## src/rtl/morse_symbol_keyer.sv

```systemverilog
// Morse symbol keyer: turns one character (element pattern + length) into a keyed
// on/off line with dot = 1 unit, dash = 3 units, element space 1 unit, character gap 3 units.
module morse_symbol_keyer #(
  parameter int UNIT_CYCLES = 4,
  parameter int MAX_LEN     = 5
) (
  input  logic               CLK,
  input  logic               RST,
  input  logic               char_valid,
  output logic               char_ready,
  input  logic [2:0]         char_len,
  input  logic [MAX_LEN-1:0] char_pat,
  output logic               key_out,
  output logic               busy,
  output logic [2:0]         elem_idx
);

  localparam int CW = $clog2(3*UNIT_CYCLES+1);
  localparam logic [CW-1:0] ONE_UNIT   = CW'(UNIT_CYCLES-1);
  localparam logic [CW-1:0] THREE_UNIT = CW'(3*UNIT_CYCLES-1);

  typedef enum logic [1:0] {IDLE, MARK, SPACE, CHAR_GAP} state_t;

  state_t             state;
  logic [CW-1:0]      cnt;
  logic [2:0]         len;
  logic [MAX_LEN-1:0] pat;
  logic [7:0]         patx;
  logic [2:0]         nidx;
  logic               len_ok;

  assign patx       = 8'(pat);
  assign nidx       = elem_idx + 3'd1;
  assign len_ok     = (char_len >= 3'd1) && (char_len <= 3'd5);
  assign char_ready = (state == IDLE) & ~RST;

  // Counter holds remaining cycles minus one, so a d-unit state lasts exactly d*UNIT_CYCLES cycles.
  always_ff @(posedge CLK) begin
    if (RST) begin
      state    <= IDLE;
      cnt      <= '0;
      len      <= '0;
      pat      <= '0;
      elem_idx <= '0;
      key_out  <= 1'b0;
      busy     <= 1'b0;
    end else begin
      case (state)
        IDLE: begin
          if (char_valid && len_ok) begin
            len      <= char_len;
            pat      <= char_pat;
            elem_idx <= '0;
            state    <= MARK;
            key_out  <= 1'b1;
            busy     <= 1'b1;
            cnt      <= char_pat[0] ? THREE_UNIT : ONE_UNIT;
          end
        end
        MARK: begin
          if (cnt == '0) begin
            key_out <= 1'b0;
            if (elem_idx < len - 3'd1) begin
              state <= SPACE;
              cnt   <= ONE_UNIT;
            end else begin
              state <= CHAR_GAP;
              cnt   <= THREE_UNIT;
            end
          end else begin
            cnt <= cnt - CW'(1);
          end
        end
        SPACE: begin
          if (cnt == '0) begin
            elem_idx <= nidx;
            state    <= MARK;
            key_out  <= 1'b1;
            cnt      <= patx[nidx] ? THREE_UNIT : ONE_UNIT;
          end else begin
            cnt <= cnt - CW'(1);
          end
        end
        CHAR_GAP: begin
          if (cnt == '0) begin
            state    <= IDLE;
            busy     <= 1'b0;
            elem_idx <= '0;
          end else begin
            cnt <= cnt - CW'(1);
          end
        end
        default: begin
          state   <= IDLE;
          key_out <= 1'b0;
          busy    <= 1'b0;
        end
      endcase
    end
  end

endmodule

```

## config.mk

```make
export PLATFORM = sky130hd
export DESIGN_NAME = morse_symbol_keyer
export DESIGN_NICKNAME = d
export VERILOG_FILES = /design/src/rtl/morse_symbol_keyer.sv
export SDC_FILE = /design/constraint.sdc
export NUM_CORES = 1
export LEC_CHECK = 0
export ABC_CLOCK_PERIOD_IN_PS = 2900
export BUFFER_PORTS_ARGS = -buffer_cell sky130_fd_sc_hd__buf_2
export CAP_MARGIN = 20
export CELL_PAD_IN_SITES_DETAIL_PLACEMENT = 0
export CELL_PAD_IN_SITES_GLOBAL_PLACEMENT = 2
export CORE_MARGIN = 8
export CORE_UTILIZATION = 35
export CTS_CLUSTER_DIAMETER = 30
export DETAILED_ROUTE_END_ITERATION = 12
export PLACE_DENSITY_LB_ADDON = 0.1
export SLEW_MARGIN = 25
export SYNTH_ARGS = -nofsm -noshare
export SYNTH_HDL_FRONTEND = slang
export SYNTH_SLANG_ARGS = --single-unit
```

## constraint.sdc

```tcl
create_clock -name CLK -period 2.9 [get_ports CLK]
set_input_delay 0.58 -clock CLK [delete_from_list [all_inputs] [get_ports CLK]]
set_output_delay 0.58 -clock CLK [all_outputs]
set_load 0.005 [all_outputs]
```

; Word-level counts from Yosys, hierarchy flattened
; Cells that the tools add are included.
[word_totals]
reg_bits = 19
latchBits = 0
ramBits = 0
rom_bits = 0
in_bits = 11
out_inout_bits = 6
elab_cells = 62
n_memories = 0
[op_classes]
add_sub_neg = 3
multipliers = 0
div_mod_pow = 0
magnitude_cmp = 4
eq_ne = 8
shift = 0
n_mux = 25
bitwise = 2
reduce_logical = 13
[ops]
columns = op, n
row1 = 2-to-1 mux 4 bit, 7
row2 = case mux 4 bit (4 select lines), 1
row3 = AND reduction 4 bit, 3
row4 = 2-to-1 mux 3 bit, 3
row5 = case mux 3 bit (3 select lines), 1
row6 = 2-to-1 mux 2 bit, 4
row7 = "!= test 2 bit, second input constant", 4
row8 = case mux 2 bit (4 select lines), 1
row9 = nonzero test 3 bit, 2
row10 = 2-to-1 mux 1 bit, 5
row11 = "equality test 2 bit, second input constant", 2
row12 = logical NOT 4 bit, 1
row13 = "less-than comparator 3 x 4 -> 1 bit, second input constant", 1
row14 = AND reduction 2 bit, 2
row15 = "subtractor 4 x 1 -> 4 bit, second input constant", 1
row16 = "adder 3 x 1 -> 3 bit, second input constant", 1
row17 = binary-select mux 1 bit (select 3 bit), 1
row18 = "greater-or-equal comparator 3 x 1 -> 1 bit, second input constant", 1
row19 = "<= comparator 3 bit, second input constant", 1
row20 = less-than comparator 3 bit, 1
row21 = case mux 1 bit (3 select lines), 1
row22 = AND reduction 3 bit, 1
row23 = "subtractor 3 x 1 -> 3 bit, second input constant", 1
row24 = "equality test 2 x 1 -> 1 bit, second input constant", 1
row25 = 7 further kinds, 8

; Longest topological paths before layout
[logic_depth]
ltp_word = 6
depth_mapped = 8

; Least setup slack after synthesis
; No wires, ideal clock.
[synth_timing]
kind = register -> register
startpoint = reg cnt[0]
endpoint = reg cnt[3]
arrival_time_ps = 1680
setup_slack_ps = 1131
stages_incl_launch_ff = 8
path_buffers = 1
period_less_slack_ps = 1769
path_cell_list = dfxtp_1 inv_1 ha_1 or3b_1 buf_6 nor3b_4 o211ai_2 a311oi_2
[synth_via]
elab_chain_cells = 3
word_cells_on_any_way = 8
[synth_lines]
columns = item, line
row1 = "start, declared", 25  ; logic [CW-1:0] cnt;
row2 = "start signal, assigned", 57  ; cnt <= char_pat[0] ? THREE_UNIT : ONE_UNIT;
row3 = "start signal, assigned", 71  ; cnt <= cnt - CW'(1);
row4 = "start signal, assigned", 79  ; cnt <= patx[nidx] ? THREE_UNIT : ONE_UNIT;
row5 = subtractor 4 x 1 -> 4 bit or logical NOT 4 bit (tied branches), --
row6 = 2-to-1 mux 4 bit (tied with other cells), 85  ; if (cnt == '0) begin
row7 = case mux 4 bit (4 select lines) or AND reduction 2 bit (tied branches), --
; Parallel ways exist; a longest one is shown, timed or not. The select of a mux whose other input is x is not followed.
; A chain may end at the register's enable or synchronous reset.

; Worst setup path in the final report
; Ends and elaborated chain as after synthesis.

==> metrics.sh <==
LAYOUT_MIN_CYCLE_TIME_PS=1990
FIN_NETS=161
FLOORPLAN.CORE_AREA_UM2=3030
RUN_STATUS='finished clean'
TOTALNEGATIVESETUPSLACK_PS=0
GROUTE.USAGE.OVERALL_PCT=10.9
SYNTH-ASYNC-RESET-RATIO_PCT=0
TOP_CELL_TYPE_BY_TOTAL_AREA_AFTER_SYNTHESIS='sky130_fd_sc_hd__dfxtp_1'
FINAL_WTD_CONGESTION=0.748
DIE_H_UM=72.1
DIE-WIDTH_UM=72.1
WORSTSETUPPATHTYPE='reg -> reg'
FLOW.AREA_GROWTH_FROM_SYNTHESIS_PCT=11.2
CLOCK_TREE_FROM_TRITONCTS='built'
SYNTH_FLOP_CELL='sky130_fd_sc_hd__dfxtp_1'
TRITONCTS.NUM_BUFFERS=3
SYNTH-SEQ-AREA-SHARE_PCT=34.5
CTS_HOLD_BUF=0
DETAILEDROUTE.FIRSTPASSITERATIONCOUNT=4
HTREE_LEVELS=1
MOST_COMMON_CELL_AFTER_LAYOUT_FILL_AND_TAPS_ASIDE='sky130_fd_sc_hd__dfxtp_1'
HPWL_UM=2000
CLK_PIN_SLEW_WORST_PATHS_PS=110
CORE.ROWCOUNT=20
TIGHTEST_SLEW_PS=593
POST_CTS_SETUP_REPAIR_BUFS=0
DRT-WIRELENGTH-PER-CELL_UM=14.0
YS_TOP_CELLS_BY_AREA='sky130_fd_sc_hd__dfxtp_1, sky130_fd_sc_hd__ha_1, sky130_fd_sc_hd__a21oi_1'
TIMING.CRITICAL_PATH.ARRIVAL_PS=2210
GRT_PASS1_VIAS=948
GLOBALROUTE.BUSIESTLAYER='met2'
HOLD_WC_STARTPOINT='busy'
GRT_FIRST_PASS_WIRELENGTH_UM=4530
PORT-BUFFER-COUNT=16
FIN_TOTAL_PWR_uW=635
SETUP-VIOLATIONS-FINAL=0
DRV_CAP=0
WORST_SETUP_PATH_END_KIND='flip-flop'
FINALCLOCKSKEW_PS=2.43
DESIGN.PORTCOUNT=17
ANTENNA_FOUND_INITIAL=0
SYNTH.DISTINCT_CELLS=36
GRT_USE_MET2_PCT=18.4
DIODES=0
GRT-OVFL-TOTAL=0
DR.FIRST_ITER.DRC_COUNT=60
NFILLCELLS=315
NETLIST.AREA_LEADER.SHARE_PCT=34.5
SYNTHESIS.AREA_PER_INSTANCE_UM2=8.55
YOSYS_REGISTER_BITS=19
DIEAREA_UM2=5200
TIMING.CRITICAL_PATH.MAX_DELAY_FAMILY='simple AND/OR/NAND/NOR gates'
CRIT_FANOUT=7
NETLIST_AREA_BEFORE_PLACEMENT_UM2=1100
CRITPATHREQUIREDTIME_PS=3120
LAYOUT.AREA.SEQ_UM2=380
CRITICAL-PATH-MAX-STAGE-DELAY_PS=510
WORSTSKEWPAIRLATENCY_PS=290
SLEW_HEADROOM_PCT=60.3
SYNTH_FP_NETS=146
GRT_USE_MET3_PCT=2.07
MAXSLEWVIOLCOUNT=0
CRITPATHSLOWESTCELL='sky130_fd_sc_hd__or3b_1'
CRITICAL_PATH.N_BUFFERS_INVERTERS=1
SYNTH_EDF_COUNT=0
ROUTED_WL_UM=2620
CRIT-REG2REG-LAUNCH='cnt[0]'
POST_DRT_VIA_CELL_RATIO=5.19
STARTING_DENSITY_PCT=36.4
REMAINING_DRC_ERRORS=0
ANTENNA_VIOLATING_NETS_LEFT=0
GRT_SETUP_UNREPAIRED='no'
WORST_IR_DROP_VDD_uV=268
POWER.DENSITY_CELL_AREA_nW_PER_UM2=518
VIAS=970
CTS_REPAIR_RESIZE_COUNT=0
CLK_ROOT_BUFFER_CELL='sky130_fd_sc_hd__clkbuf_4'
FINALCRITPERIODSHARE_PCT=68.8
CTS.SINKS=19
LAYOUT-DRIVE-GT1-SHARE_PCT=16.1
MIN-DELAY-PATH-CLASS='reg -> reg'
YOSYS_WARNINGS=0
FINAL_CELL_MIX='sky130_fd_sc_hd__dfxtp_1, sky130_fd_sc_hd__buf_2, sky130_fd_sc_hd__nor2_1, sky130_fd_sc_hd__a21oi_1, sky130_fd_sc_hd__nand2_1'
TIMING.CRITICAL_PATH.FROM_TYPE='flip-flop'
CTS_BUFFER_DEPTH=2
WORSTSETUPSTARTPOINT='cnt[0]'
CLOCK.FMAX_MHz=501
CRIT_CHAIN='inv_1 -> ha_1 -> or3b_1 -> nor3b_4 -> o211ai_2 -> a311oi_2'
LARGEST_NET_DEGREE_AT_THE_START_OF_GLOBAL_ROUTING=21
SYNTH_CELLS=129
FINAL_HOLD_VIOL_COUNT=0
MULTI_INPUT_COMBINATIONAL_CELL_AREA_UM2=654
POWER.STATIC_LEAKAGE_uW=0.000510
GRT_UTIL_MET1_PCT=13.1
Yosys cell counts, types with 3 or more instances:
master and number:
sky130_fd_sc_hd__dfxtp_1 19, sky130_fd_sc_hd__a21oi_1 14, sky130_fd_sc_hd__nor2_1 14, sky130_fd_sc_hd__nand2_1 9, sky130_fd_sc_hd__inv_1 8, sky130_fd_sc_hd__ha_1 6, sky130_fd_sc_hd__mux2i_1 6, sky130_fd_sc_hd__nor3_1 6
sky130_fd_sc_hd__nand3_1 5, sky130_fd_sc_hd__clkbuf_1 4, sky130_fd_sc_hd__o21ai_1 3
cells by family after synthesis:
group	after synthesis	share of synthesized area, %
simple gates	41	18.8
compound gates	39	23.6
flops	19	34.5
buf+inv	14	6.13
mux	8	8.51
fa+ha+maj	6	6.81
xor+xnor	2	1.59
report_power, final:
| group | switching, uW | total [uW] | internal (uW) |
|---|---|---|---|
| logic | 101 | 179 | 78.4 |
| registers | 34.0 | 320 | 286 |
| clock network | 81.6 | 135 | 53.5 |
| total | 217 | 635 | 418 |
path summary, 6_finish.rpt:
path | cells after the start | end | slack (ps)
setup / recovery | 6 | cnt[3] | 910
hold / removal | 2 | busy | 470
setup reg to reg | 6 | cnt[3] | 910
hold reg to reg | 2 | busy | 470
state kept, by name, indices dropped and copies added, names as in the netlist:
| register | cells |
|---|---|
| busy | 1 |
| cnt | 4 |
| elem_idx | 3 |
| key_out | 1 |
| len | 3 |
| pat | 5 |
| state | 2 |
per-stage QoR:
stage / util, % / instance area (um^2) / setup slack, ps / instances / hold WS [ps]
6_report: 40.5 / 1230 / 906 / 187 / 474
5_1_grt: 40.5 / 1230 / 703 / 187 / 506
4_1_cts: 40.5 / 1230 / 912 / 187 / 478
3_5_place_dp: 39.6 / 1200 / 876 / 183 / 460
3_3_place_gp: 39.6 / 1200 / 901 / 183 / 449
2_1_floorplan: - / 1100 / 1130 / 129 / 436
layer usage:
metal / vias up / share of wire [%]
li1: 497 / -
met1: 451 / 44
met2: 20 / 51
met3: 2 / 4.0
met4: 0 / 0.57
met5: - / 0
worst reg2reg max path, stage by stage (launching register included):
cell and delay, ps:
sky130_fd_sc_hd__dfxtp_1 380, sky130_fd_sc_hd__inv_1 100, sky130_fd_sc_hd__ha_1 250, sky130_fd_sc_hd__or3b_1 510
sky130_fd_sc_hd__nor3b_4 350, sky130_fd_sc_hd__o211ai_2 140, sky130_fd_sc_hd__a311oi_2 200
cell type report:
type                    count  area share [%]
clock buffers               4            2.14
inverters                   8            2.45
well taps                  44            4.49
multi-input cells          96            53.4
flip-flops and latches     19            31.0
repair buffers             16            6.53
(Power assumes the default switching activity.)
